$ cat config.mk
export PLATFORM = sky130hd
export DESIGN_NAME = window_loader
export DESIGN_NICKNAME = d
export VERILOG_FILES = /design/src/rtl/npu_pkg.sv /design/src/rtl/window_addr_gen.sv /design/src/rtl/window_loader.sv
export SDC_FILE = /design/constraint.sdc
export NUM_CORES = 1
export LEC_CHECK = 0
export ABC_AREA = 1
export CORE_AREA = 3 3 77 86
export CTS_CLUSTER_SIZE = 8
export DETAILED_ROUTE_END_ITERATION = 10
export DIE_AREA = 0 0 80 89
export PLACE_DENSITY = 0.68
export SETUP_SLACK_MARGIN = 0.2
export SYNTH_ARGS = -nofsm -noshare
export SYNTH_HDL_FRONTEND = slang
export SYNTH_SLANG_ARGS = --single-unit
$ cat constraint.sdc
create_clock -name i_clk -period 2.3 [get_ports i_clk]
set_input_delay 0.345 -clock i_clk [delete_from_list [all_inputs] [get_ports i_clk]]
set_output_delay 0.345 -clock i_clk [all_outputs]
set_load 0.05 [all_outputs]
$ cat src/rtl/npu_pkg.sv
// Shared definitions for the NPU datapath: image/window defaults and the
// window loader state encoding.
package npu_pkg;

  localparam int IMG_W_DEF      = 28;
  localparam int IMG_H_DEF      = 28;
  localparam int K_DEF          = 3;
  localparam int DATA_WIDTH_DEF = 8;

  typedef enum logic [1:0] {
    IDLE,
    FETCH,
    DRAIN,
    DONE
  } state_t;

endpackage

$ cat src/rtl/window_addr_gen.sv
// Walks a KxK window in raster order starting at a base address. It produces
// the image BRAM address and the element index, using only adders and
// counters.
module window_addr_gen
  import npu_pkg::*;
#(
  parameter int IMG_W  = IMG_W_DEF,
  parameter int K      = K_DEF,
  parameter int ADDR_W = 10,
  parameter int IDX_W  = 4
) (
  input  logic              clk,
  input  logic              rst_n,
  input  logic              load,
  input  logic              advance,
  input  logic [ADDR_W-1:0] base,
  output logic [ADDR_W-1:0] addr,
  output logic [IDX_W-1:0]  idx,
  output logic              last
);

  localparam int CW = (K > 1) ? $clog2(K) : 1;
  localparam logic [CW-1:0]     POS_LAST   = CW'(K - 1);
  localparam logic [ADDR_W-1:0] ROW_STRIDE = ADDR_W'(IMG_W - K + 1);

  logic [CW-1:0]     col;
  logic [CW-1:0]     row;
  logic              row_end;
  logic [ADDR_W-1:0] step;

  assign row_end = (col == POS_LAST);
  assign last    = row_end && (row == POS_LAST);
  // At the end of a window row, jump to the first column of the next image row.
  assign step    = row_end ? ROW_STRIDE : ADDR_W'(1);

  // Address, column/row and element counters: load on acceptance, then step once per fetch cycle.
  always_ff @(posedge clk or negedge rst_n) begin
    // NOTE: state is updated with non-blocking assignments so that every flop samples pre-edge values.
    if (!rst_n) begin
      addr <= '0;
      col  <= '0;
      row  <= '0;
      idx  <= '0;
    end else if (load) begin
      addr <= base;
      col  <= '0;
      row  <= '0;
      idx  <= '0;
    end else if (advance) begin
      addr <= addr + step;
      idx  <= idx + 1'b1;
      if (row_end) begin
        col <= '0;
        row <= row + 1'b1;
      end else begin
        col <= col + 1'b1;
      end
    end
  end

endmodule

$ cat src/rtl/window_loader.sv
// Fetches one KxK window of pixels from the image BRAM and writes it into
// one of two window register files (ping-pong), selected per request.
module window_loader
  import npu_pkg::*;
#(
  parameter int IMG_W           = IMG_W_DEF,
  parameter int IMG_H           = IMG_H_DEF,
  parameter int K               = K_DEF,
  parameter int DATA_WIDTH      = DATA_WIDTH_DEF,
  parameter int BRAM_ADDR_WIDTH = 10,
  parameter int WIN_ADDR_WIDTH  = 4
) (
  input  logic                       i_clk,
  input  logic                       i_rst,
  input  logic                       i_start,
  input  logic [BRAM_ADDR_WIDTH-1:0] i_row,
  input  logic [BRAM_ADDR_WIDTH-1:0] i_col,
  input  logic                       i_sel,
  output logic [BRAM_ADDR_WIDTH-1:0] o_bram_addr,
  input  logic [DATA_WIDTH-1:0]      i_bram_data,
  output logic                       o_win1_wr_en,
  output logic                       o_win2_wr_en,
  output logic [WIN_ADDR_WIDTH-1:0]  o_win_wr_addr,
  output logic [DATA_WIDTH-1:0]      o_win_wr_data,
  output logic                       o_busy,
  output logic                       o_done,
  output logic                       o_err
);

  localparam logic [BRAM_ADDR_WIDTH-1:0] ROW_MAX = BRAM_ADDR_WIDTH'(IMG_H - K);
  localparam logic [BRAM_ADDR_WIDTH-1:0] COL_MAX = BRAM_ADDR_WIDTH'(IMG_W - K);
  localparam logic [BRAM_ADDR_WIDTH-1:0] IMG_W_A = BRAM_ADDR_WIDTH'(IMG_W);

  state_t                      state;
  state_t                      state_next;
  logic                        legal;
  logic                        accept;
  logic                        reject;
  logic                        advance;
  logic                        last;
  logic                        sel_q;
  logic [BRAM_ADDR_WIDTH-1:0]  base;
  logic [WIN_ADDR_WIDTH-1:0]   idx;

  assign legal = (i_row <= ROW_MAX) && (i_col <= COL_MAX);
  // The multiply happens once per request; per-element stepping is adder-only.
  assign base  = i_row * IMG_W_A + i_col;

  window_addr_gen #(
    .IMG_W  (IMG_W),
    .K      (K),
    .ADDR_W (BRAM_ADDR_WIDTH),
    .IDX_W  (WIN_ADDR_WIDTH)
  ) u_addr_gen (
    .clk     (i_clk),
    .rst_n   (i_rst),
    .load    (accept),
    .advance (advance),
    .base    (base),
    .addr    (o_bram_addr),
    .idx     (idx),
    .last    (last)
  );

  // State register.
  always_ff @(posedge i_clk or negedge i_rst) begin
    if (!i_rst) state <= IDLE;
    else        state <= state_next;
  end

  // Next-state and control decode.
  always_comb begin
    // NOTE: every output of this block gets a default first so no latch is inferred.
    state_next = state;
    accept     = 1'b0;
    reject     = 1'b0;
    advance    = 1'b0;
    case (state)
      IDLE: begin
        if (i_start) begin
          if (legal) begin
            accept     = 1'b1;
            state_next = FETCH;
          end else begin
            reject     = 1'b1;
          end
        end
      end
      FETCH: begin
        if (last) state_next = DRAIN;
        else      advance    = 1'b1;
      end
      DRAIN:   state_next = DONE;
      DONE:    state_next = IDLE;
      default: state_next = IDLE;
    endcase
  end

  // Buffer select, error pulse and write pipeline (one cycle behind the address).
  always_ff @(posedge i_clk or negedge i_rst) begin
    if (!i_rst) begin
      sel_q         <= 1'b0;
      o_err         <= 1'b0;
      o_win1_wr_en  <= 1'b0;
      o_win2_wr_en  <= 1'b0;
      o_win_wr_addr <= '0;
    end else begin
      if (accept) sel_q <= i_sel;
      o_err         <= reject;
      o_win1_wr_en  <= (state == FETCH) && !sel_q;
      o_win2_wr_en  <= (state == FETCH) && sel_q;
      o_win_wr_addr <= (state == FETCH) ? idx : '0;
    end
  end

  // BRAM data arrives in the write cycle; it is zeroed when no strobe is active.
  assign o_win_wr_data = (o_win1_wr_en || o_win2_wr_en) ? i_bram_data : '0;
  assign o_busy        = (state == FETCH) || (state == DRAIN);
  assign o_done        = (state == DONE);

endmodule

==> results of run 1 <==
[metrics by stage]
stage                     cell area, µm²  TNS (ns)
after floorplan                     2520    -0.828
after global placement              3420     -5.85
after detailed placement            3420     -6.40
after CTS                           3540    -0.923
after global routing                3690     -1.30
final                               3690    -0.900
[how the worst max path moves through the flow]
stage                               endpoint     start  slack [ns]  cells after the start
after detailed placement  u_addr_gen.addr[9]  i_row[1]       -1.02                     15
final                     u_addr_gen.addr[9]  i_row[2]       -0.26                     15
after global routing      u_addr_gen.addr[8]  i_row[2]       -0.40                     16
after floorplan           u_addr_gen.addr[9]  i_row[0]       -0.32                     14
after global placement    u_addr_gen.addr[9]  i_row[2]       -0.91                     15
after CTS                 u_addr_gen.addr[9]  i_row[2]       -0.36                     15
[power by group through the flow]
| stage | Clock (mW) | Sequential (mW) | Combinational [mW] |
|---|---|---|---|
| finish | 0.397 | 0.889 | 2.77 |
| global route | 0.420 | 0.922 | 3.04 |
| CTS | 0.403 | 0.883 | 2.62 |
| detailed placement | 0 | 0.892 | 2.58 |
| global placement | 0 | 0.883 | 2.52 |
| floorplan | 0 | 1.27 | 1.38 |
[metal layers]
| layer | vias up | GRT usage [%] | routed length, µm |
|---|---|---|---|
| met1 | 1092 | 21.7 | 2610 |
| met5 | - | 0 | 0 |
| li1 | 1236 | - | - |
| met4 | 0 | 5.99 | 159 |
| met2 | 65 | 33.0 | 3280 |
| met3 | 11 | 1.81 | 243 |
[what timing repair did]
| action | CTS | global route |
|---|---|---|
| pin swaps | 21 | 22 |
| resized for setup | 32 | 27 |
| endpoints found under the setup margin | 16 | 8 |
| setup buffers | 2 | 5 |
[worst max-delay path: stages]
cell,delay (ns)
buf_8,0.10
buf_6,0.12
fa_1,0.50
fa_2,0.44
nand3_2,0.08
nand2_2,0.05
xor2_1,0.14
ha_1,0.32
a21oi_2,0.15
o21ai_2,0.07
a21oi_2,0.12
inv_1,0.09
nand2_2,0.07
nand3_2,0.06
a21oi_2,0.11
[layout make-up]
class	instances	area [µm²]
Clock buffer	3	41.3
Clock inverter	1	30.0
Fill cell	518	2120
Inverter	53	204
Sequential cell	28	701
Tap cell	77	96.3
Multi-Input combinational cell	240	1720
Timing Repair Buffer	99	895
[registers in the layout (all words and copies together) (netlist names)]
signal and count:
u_addr_gen.col 2, o_win_wr_addr 4, u_addr_gen.idx 4, u_addr_gen.row 2, o_win2_wr_en 1, o_win1_wr_en 1
state 2, o_err 1, u_addr_gen.addr 10, sel_q 1
[cells in the final DEF, fill, tap and decap left out, types with 3 or more instances in the layout]
master and count:
a21oi_1 11, a21oi_2 7, buf_4 44, buf_6 4, clkbuf_8 3, clkdlybuf4s50_1 43, dfrtp_1 28, fa_1 6
ha_1 23, ha_4 4, inv_1 48, inv_2 4, nand2_1 72, nand2_2 7, nand2_4 3, nand3_1 17
nand3_2 3, nor2_1 26, nor3_1 3, o211ai_1 4, o21ai_0 10, o21ai_1 6, or2_2 3, xor2_1 9
[logic make-up after synthesis]
kind of cell    after synthesis  synth area share, %
simple gates                146                 27.2
flops                        28                 28.2
buf+inv                      56                 9.20
xor+xnor                     13                 4.58
fa+ha+maj                    37                 21.0
compound gates               44                 9.81
==> run summary, run 1 <==
Top Ports - 59
worst reg-to-reg path cell count - 13
worst skew pair latency - 0.28 ns
violated checks - negative setup slack
Startpoint Class - primary input
initial antenna violation count - 0
final hold vios - 0
setup ws final - -0.261 ns
first drt pass iteration count - 4
first-pass GRT wire length - 10100 µm
CTS tree - yes
clock buffer count from CTS - 3
leakage power - 1.89 nW
DRC marker count from the first detailed-route iteration - 144
buffer levels on the longest clock path - 2
Core Util, Final - 63.5%
post-synthesis async set-or-reset flop share - 100%
GRT Overall Usage - 17.9%
yosys warns - 0
Seq cells post-synth - 28
Layout area overhead - 48.2%
nets@finish - 494
share of layout cells above drive strength 1 - 25.2%
vias - 2404
reg2reg start - u_addr_gen.col[1]
Sink Count - 28
Synth area leaders - dfrtp_1 (28%), ha_1 (15%), nand2_1 (12%), inv_1 (7.5%), fa_1 (6.4%)
wire per inst - 12.6 µm
Fin Hold WS - 0.443 ns
grt total ovfl - 0
vias in the first global route - 2279
Power Total - 4.06 mW
Routed WL - 6290 µm
Achievable Freq - 0.390 GHz
Initial Utilization - 42.8%
DR DRC count - 0
die area - 7120 µm²
CTS Root Cell - clkbuf_8
top_reg_cell synth - dfrtp_1
RD Place Congestion - 0.922
number of synthesized flops with an enable pin - 0
CORE AREA - 5810 µm²
Synthesized Nets - 393
post-DR vias/cell - 4.80
Power Density - 1100 nW/µm²
Antenna Nets Post-Route - 0
critical path required time - 2.51 ns
Port Buffers - 58
post-DP HPWL - 4940 µm
sw frac - 49.9%
Worst Skew - 0.00347 ns
Post-Syn Area per Cell - 7.68 µm²
DP Worst Slack - -1.02 ns
die height - 89 µm
count leader, synth - nand2_1
FP Rows - 29
Setup CP Type - primary input to flop
Mapped Cells - 324
FF-to-FF End - u_addr_gen.addr[8]
post-route insts no fill - 501
RSZ-0062 raised after global routing - true
Slew @ Worst Pin - 0.502 ns
Inst Count DP - 490
max-cap viol count - 0
synthesized area - 2490 µm²
Slew HR - 66.5%
H-tree depth - 1
minimum clock period - 2.56 ns
number of diodes - 0
CP Capture Type - flop
WP data arrival - 2.78 ns
Comb power frac - 68.3%
status - complete, but fails checks
sequential share of the synthesized area - 28.2%
hold_buf cts - 0
Setup Viol. Count Final - 4
Seq pwr share - 21.9%
commonest cells in the netlist - nand2_1 (77), inv_1 (50), ha_1 (29)
share of the synthesized area in the top cell type - 28.2%
Yosys cell types - 35
sw power - 2.02 mW
worst-case vdd ir drop - 0.531 mV
flop-to-flop setup slack - 0.14 ns
Max FO, Critical Path - 4
Hold Path Class - primary input to asynchronous set/reset pin
clock power share - 9.8%
clock-pin slew on the worst setup and hold paths - 0.10 ns
chip width - 80 µm
largest net degree at the start of global routing - 29
internal power - 2.03 mW
Slew Viols, Final - 0
leading area contributor after synthesis - dfrtp_1
period utilization - 111%
Power figures use the tool's default switching activity.
==> inputs of run 2 (changes only) <==
--- a/config.mk
+++ b/config.mk
@@ -6,12 +6,13 @@
 export NUM_CORES = 1
 export LEC_CHECK = 0
 export ABC_AREA = 1
-export CORE_AREA = 3 3 77 86
+export CORE_AREA = 3 3 62 107
 export CTS_CLUSTER_SIZE = 8
 export DETAILED_ROUTE_END_ITERATION = 10
-export DIE_AREA = 0 0 80 89
+export DIE_AREA = 0 0 65 110
 export PLACE_DENSITY = 0.68
 export SETUP_SLACK_MARGIN = 0.2
+export SLEW_MARGIN = 20
 export SYNTH_ARGS = -nofsm -noshare
 export SYNTH_HDL_FRONTEND = slang
 export SYNTH_SLANG_ARGS = --single-unit
==> run 2 against run 1 <==
Against the previous run: the run still ends with negative setup slack left; sequential share of layout area decreased by 0.41 points; worst hold slack got worse by 0.0063 ns; via count rose by 5.0%; total power rose by 4.2%.
==> run summary, run 2 (synthesis gave the netlist of run 1 again) <==
status - complete, but fails checks
violated checks - negative setup slack
clock-pin slew on the worst setup and hold paths - 0.10 ns
CTS Root Cell - clkbuf_8
first-pass GRT wire length - 10800 µm
Comb power frac - 69.6%
max-cap viol count - 0
number of diodes - 0
FF-to-FF End - u_addr_gen.addr[8]
largest net degree at the start of global routing - 29
Layout area overhead - 51.5%
highest-count cells in the layout ignoring fill and taps - nand2_1 (71), buf_4 (48), inv_1 (47)
Slew Viols, Final - 0
chip width - 65 µm
initial antenna violation count - 0
worst reg-to-reg path cell count - 13
CP Capture Type - flop
Startpoint Class - primary input
buffer levels on the longest clock path - 2
Achievable Freq - 0.384 GHz
DRC marker count from the first detailed-route iteration - 102
post-route setup TNS - -0.827 ns
FP Rows - 37
RSZ-0062 raised after global routing - true
crit path from - i_row[2]
Largest register FFs - 10
CTS tree - yes
H-tree depth - 1
Power Density - 1120 nW/µm²
minimum clock period - 2.60 ns
sw frac - 49.7%
Reg with most FFs - u_addr_gen.addr
DR DRC count - 0
setup ws final - -0.303 ns
die area - 7150 µm²
post-DR vias/cell - 4.99
GRT Overall Usage - 19.3%
Seq pwr share - 21.0%
Antenna Nets Post-Route - 0
Setup CP Type - primary input to flop
grt total ovfl - 0
wire per inst - 13.7 µm
reg2reg start - u_addr_gen.col[1]
commonest non-fill, non-tap cell in the layout - nand2_1
worst-case vdd ir drop - 0.488 mV
Routed WL - 6930 µm
post-DP HPWL - 5250 µm
internal power - 2.13 mW
first drt pass iteration count - 4
clock power share - 9.4%
worst skew pair latency - 0.28 ns
clock buffer count from CTS - 3
nets@finish - 498
Setup Viol. Count Final - 4
RD Place Congestion - 0.869
critical path required time - 2.52 ns
final hold vios - 0
die height - 110 µm
flop-to-flop setup slack - 0.17 ns
vias - 2525
sw power - 2.10 mW
WP data arrival - 2.82 ns
share of layout cells above drive strength 1 - 26.9%
Top Ports - 59
Sink Count - 28
vias in the first global route - 2502
Slew @ Worst Pin - 0.510 ns
Regs by FF count - u_addr_gen.addr: 10 flops, o_win_wr_addr: 4 flops, u_addr_gen.idx: 4 flops
Worst Skew - 0.00345 ns
CORE AREA - 5880 µm²
Initial Utilization - 42.3%
period utilization - 113%
leakage power - 1.92 nW
Power Total - 4.23 mW
Hold Path Class - primary input to asynchronous set/reset pin
Slew HR - 65.9%
Max FO, Critical Path - 4
crit path to - u_addr_gen.addr[8]
Port Buffers - 58
run 2: cell count changes in the layout (fill, tap and decap cells not counted), moves of 2 or more:
cell	delta
a21oi_2	-2
a21oi_4	+2
buf_4	+4
nand2_4	+2
run 2: layout make-up:
cell class,instances,area [µm²]
clock inverters,1,30.0
multi-input cells,240,1770
inverters,53,204
clock buffers,3,41.3
fillers,472,2110
repair buffers,103,925
well taps,78,97.6
flip-flops and latches,28,701
run 2: worst min path at each step:
stage	endpoint	start
finish	o_win_wr_addr[3]	i_rst
global route	o_win_wr_addr[2]	i_rst
CTS	o_win_wr_addr[2]	i_rst
detailed placement	o_win1_wr_en	sel_q
global placement	o_win1_wr_en	sel_q
floorplan	o_err	i_rst
run 2: through the flow:
step	cell area [µm²]	utilization, %	setup slack [ns]	instances	hold slack (ns)
6_report	3770	64.1	-0.303	506	0.436
5_1_grt	3770	64.1	-0.360	506	0.477
4_1_cts	3560	60.5	-0.317	496	0.456
3_5_place_dp	3410	58.0	-1.01	491	0.450
3_3_place_gp	3410	58.0	-0.926	491	0.440
2_1_floorplan	2520	-	-0.316	324	0.0494
run 2: power by group through the flow:
stage / Clock (mW) / Sequential [mW] / Combinational [mW]
after floorplan: 0 / 1.27 / 1.38
after global placement: 0 / 0.880 / 2.57
after detailed placement: 0 / 0.891 / 2.61
after CTS: 0.405 / 0.886 / 2.70
after global routing: 0.421 / 0.921 / 3.19
final: 0.398 / 0.886 / 2.94
run 2: repair_timing:
item,4_1_cts,5_1_grt
pin swaps,20,25
hold endpoints to repair,0,0
hold buffers,0,0
buffers inserted,1,10
endpoints found under the setup margin,12,7
resized for setup,38,31
run 2: layer usage:
metal	vias to the layer above	GRT usage [%]	share of wire, %
met1	1173	17.8	34
met3	23	1.62	4.4
li1	1240	-	-
met5	-	0	0
met2	89	40.5	58
met4	0	9.38	3.7
run 2: worst max-delay path, stage by stage:
cell and delay [ns]:
buf_8 0.10, buf_6 0.12, fa_1 0.57, ha_4 0.24, nand2_4 0.08, nand2_4 0.06
a31oi_4 0.17, xnor2_2 0.09, ha_1 0.31, nand2_1 0.08, inv_1 0.06, nand4_1 0.09
o211ai_1 0.14, xor2_1 0.17, nand2_1 0.06, a21oi_1 0.13
==> inputs of run 3 (changes only) <==
--- a/config.mk
+++ b/config.mk
@@ -16,3 +16,4 @@
 export SYNTH_ARGS = -nofsm -noshare
 export SYNTH_HDL_FRONTEND = slang
 export SYNTH_SLANG_ARGS = --single-unit
+export TNS_END_PERCENT = 50
==> run 3 against run 2 <==
Against the previous run: the run still ends with negative setup slack left; core utilization decreased by 2.3 points; sequential share of layout area increased by 0.70 points; worst hold slack got worse by 0.00095 ns; clock skew increased by 0.0012 ns; critical path type unchanged; critical endpoint is now u_addr_gen.addr[9]; largest cell class unchanged; highest routed layer unchanged.
==> run summary, run 3 (synthesis gave the netlist of run 1 again) <==
status - complete, but fails checks
violated checks - negative setup slack
DP Worst Slack - -1.05 ns
Inst Count DP - 489
die area - 7150 µm²
clock-pin slew on the worst setup and hold paths - 0.10 ns
met1 usage - 18.4%
worst skew pair latency - 0.28 ns
RSZ-0062 raised after global routing - true
Hold Path Class - primary input to asynchronous set/reset pin
grt total ovfl - 0
period utilization - 109%
Port Buffers - 58
Initial Utilization - 42.3%
nets@finish - 488
first-pass GRT wire length - 10400 µm
final hold vios - 0
number of diodes - 0
buffer levels on the longest clock path - 2
CP Capture Type - flop
leakage power - 1.88 nW
clock buffer count from CTS - 3
CTS tree - yes
first drt pass iteration count - 4
critical path required time - 2.51 ns
Startpoint Class - primary input
global routing's busiest layer - met2
H-tree depth - 1
Routed WL - 6330 µm
Slew @ Worst Pin - 0.502 ns
WP data arrival - 2.72 ns
post-DP HPWL - 5220 µm
Slew Viols, Final - 0
worst-case vdd ir drop - 0.356 mV
CTS Root Cell - clkbuf_8
Fin Hold WS - 0.435 ns
final instance area - 3630 µm²
Achievable Freq - 0.398 GHz
Placed Area - 3410 µm²
Max FO, Critical Path - 3
Antenna Nets Post-Route - 0
wire per inst - 12.8 µm
commonest non-fill, non-tap cell in the layout - nand2_1
post-route insts no fill - 496
initial antenna violation count - 0
highest-count cells in the layout ignoring fill and taps - nand2_1 (76), inv_1 (50), clkdlybuf4s50_1 (42)
Sink Count - 28
met2 Use GR - 37.1%
Power Density - 1090 nW/µm²
post-DR vias/cell - 4.84
GRT Overall Usage - 18.7%
FP Rows - 37
vias - 2402
Regs by FF count - u_addr_gen.addr: 10 flops, o_win_wr_addr: 4 flops, u_addr_gen.idx: 4 flops
Slew HR - 66.4%
met3 usage in global routing - 1.42%
Setup Viol. Count Final - 4
largest net degree at the start of global routing - 29
Setup CP Type - primary input to flop
chip width - 65 µm
Top Ports - 59
minimum clock period - 2.51 ns
CORE AREA - 5880 µm²
RD Place Congestion - 0.876
max-cap viol count - 0
Largest register FFs - 10
Reg with most FFs - u_addr_gen.addr
setup ws final - -0.211 ns
Worst Skew - 0.00469 ns
DRC marker count from the first detailed-route iteration - 84
die height - 110 µm
DR DRC count - 0
Layout area overhead - 46.0%
vias in the first global route - 2354
share of layout cells above drive strength 1 - 22.5%
[run 3: changes by cell type in the layout (fill, tap and decap cells not counted), moves of 3 or more]
cell | previous run | this run
inv_1 | 47 | 50
nand2_1 | 71 | 76
a21oi_2 | 5 | 8
nand2_2 | 6 | 3
inv_2 | 5 | 2
buf_4 | 48 | 40
[run 3: worst paths after layout]
| path | start | end | slack (ns) | cells after the start |
|---|---|---|---|---|
| max in group asynchronous | i_rst | u_addr_gen.addr[9] | 1.59 | 2 |
| min in group i_clk | sel_q | o_win1_wr_en | 0.46 | 1 |
| worst min register to register | sel_q | o_win1_wr_en | 0.46 | 1 |
| worst max register to register | u_addr_gen.col[1] | u_addr_gen.addr[8] | 0.12 | 13 |
| worst max-delay path | i_row[1] | u_addr_gen.addr[9] | -0.21 | 15 |
| worst min-delay path | i_rst | u_addr_gen.col[1] | 0.44 | 2 |
[run 3: area by class of cell]
class / instances / area (µm²)
clock inverters: 1 / 30.0
fillers: 538 / 2250
clock buffers: 3 / 41.3
repair buffers: 93 / 867
inverters: 53 / 204
well taps: 78 / 97.6
flip-flops and latches: 28 / 701
multi-input cells: 240 / 1690
[run 3: repair_timing]
action                     CTS  global route
setup endpoints to repair    7             6
hold buffers                 0             0
pin swaps                   23            19
resized for setup           37            18
buffers inserted             2             1
[run 3: layer usage]
metal | up-vias | routed length, µm | part of all wire, %
li1 | 1216 | - | -
met4 | 0 | 291 | 4.6
met3 | 19 | 192 | 3.0
met5 | - | 0 | 0
met1 | 1106 | 2130 | 34
met2 | 61 | 3710 | 59
[run 3: critical path, cell delays in order]
cell and delay [ns]:
buf_8 0.10, fa_1 0.47, ha_2 0.20, fa_2 0.36
nand3_2 0.08, nand2_2 0.06, xor2_1 0.14, ha_1 0.31
a21oi_2 0.12, o21ai_1 0.06, a21oi_1 0.17, inv_1 0.06
nand2_1 0.07, nand3_2 0.06, a21oi_2 0.11
[run 3: stage by stage]
stage               utilization (%)  setup TNS (ns)  total power [mW]
floorplan                         -          -0.985              2.63
global placement               58.0           -5.10              3.39
detailed placement             58.0           -5.70              3.45
CTS                            60.5          -0.719              3.92
global route                   61.8          -0.962              4.30
finish                         61.8          -0.592              3.96
[run 3: where the power goes]
part / switching (mW) / internal (mW)
Clock: 0.154 / 0.233
Combinational: 1.63 / 1.05
Sequential: 0.180 / 0.702
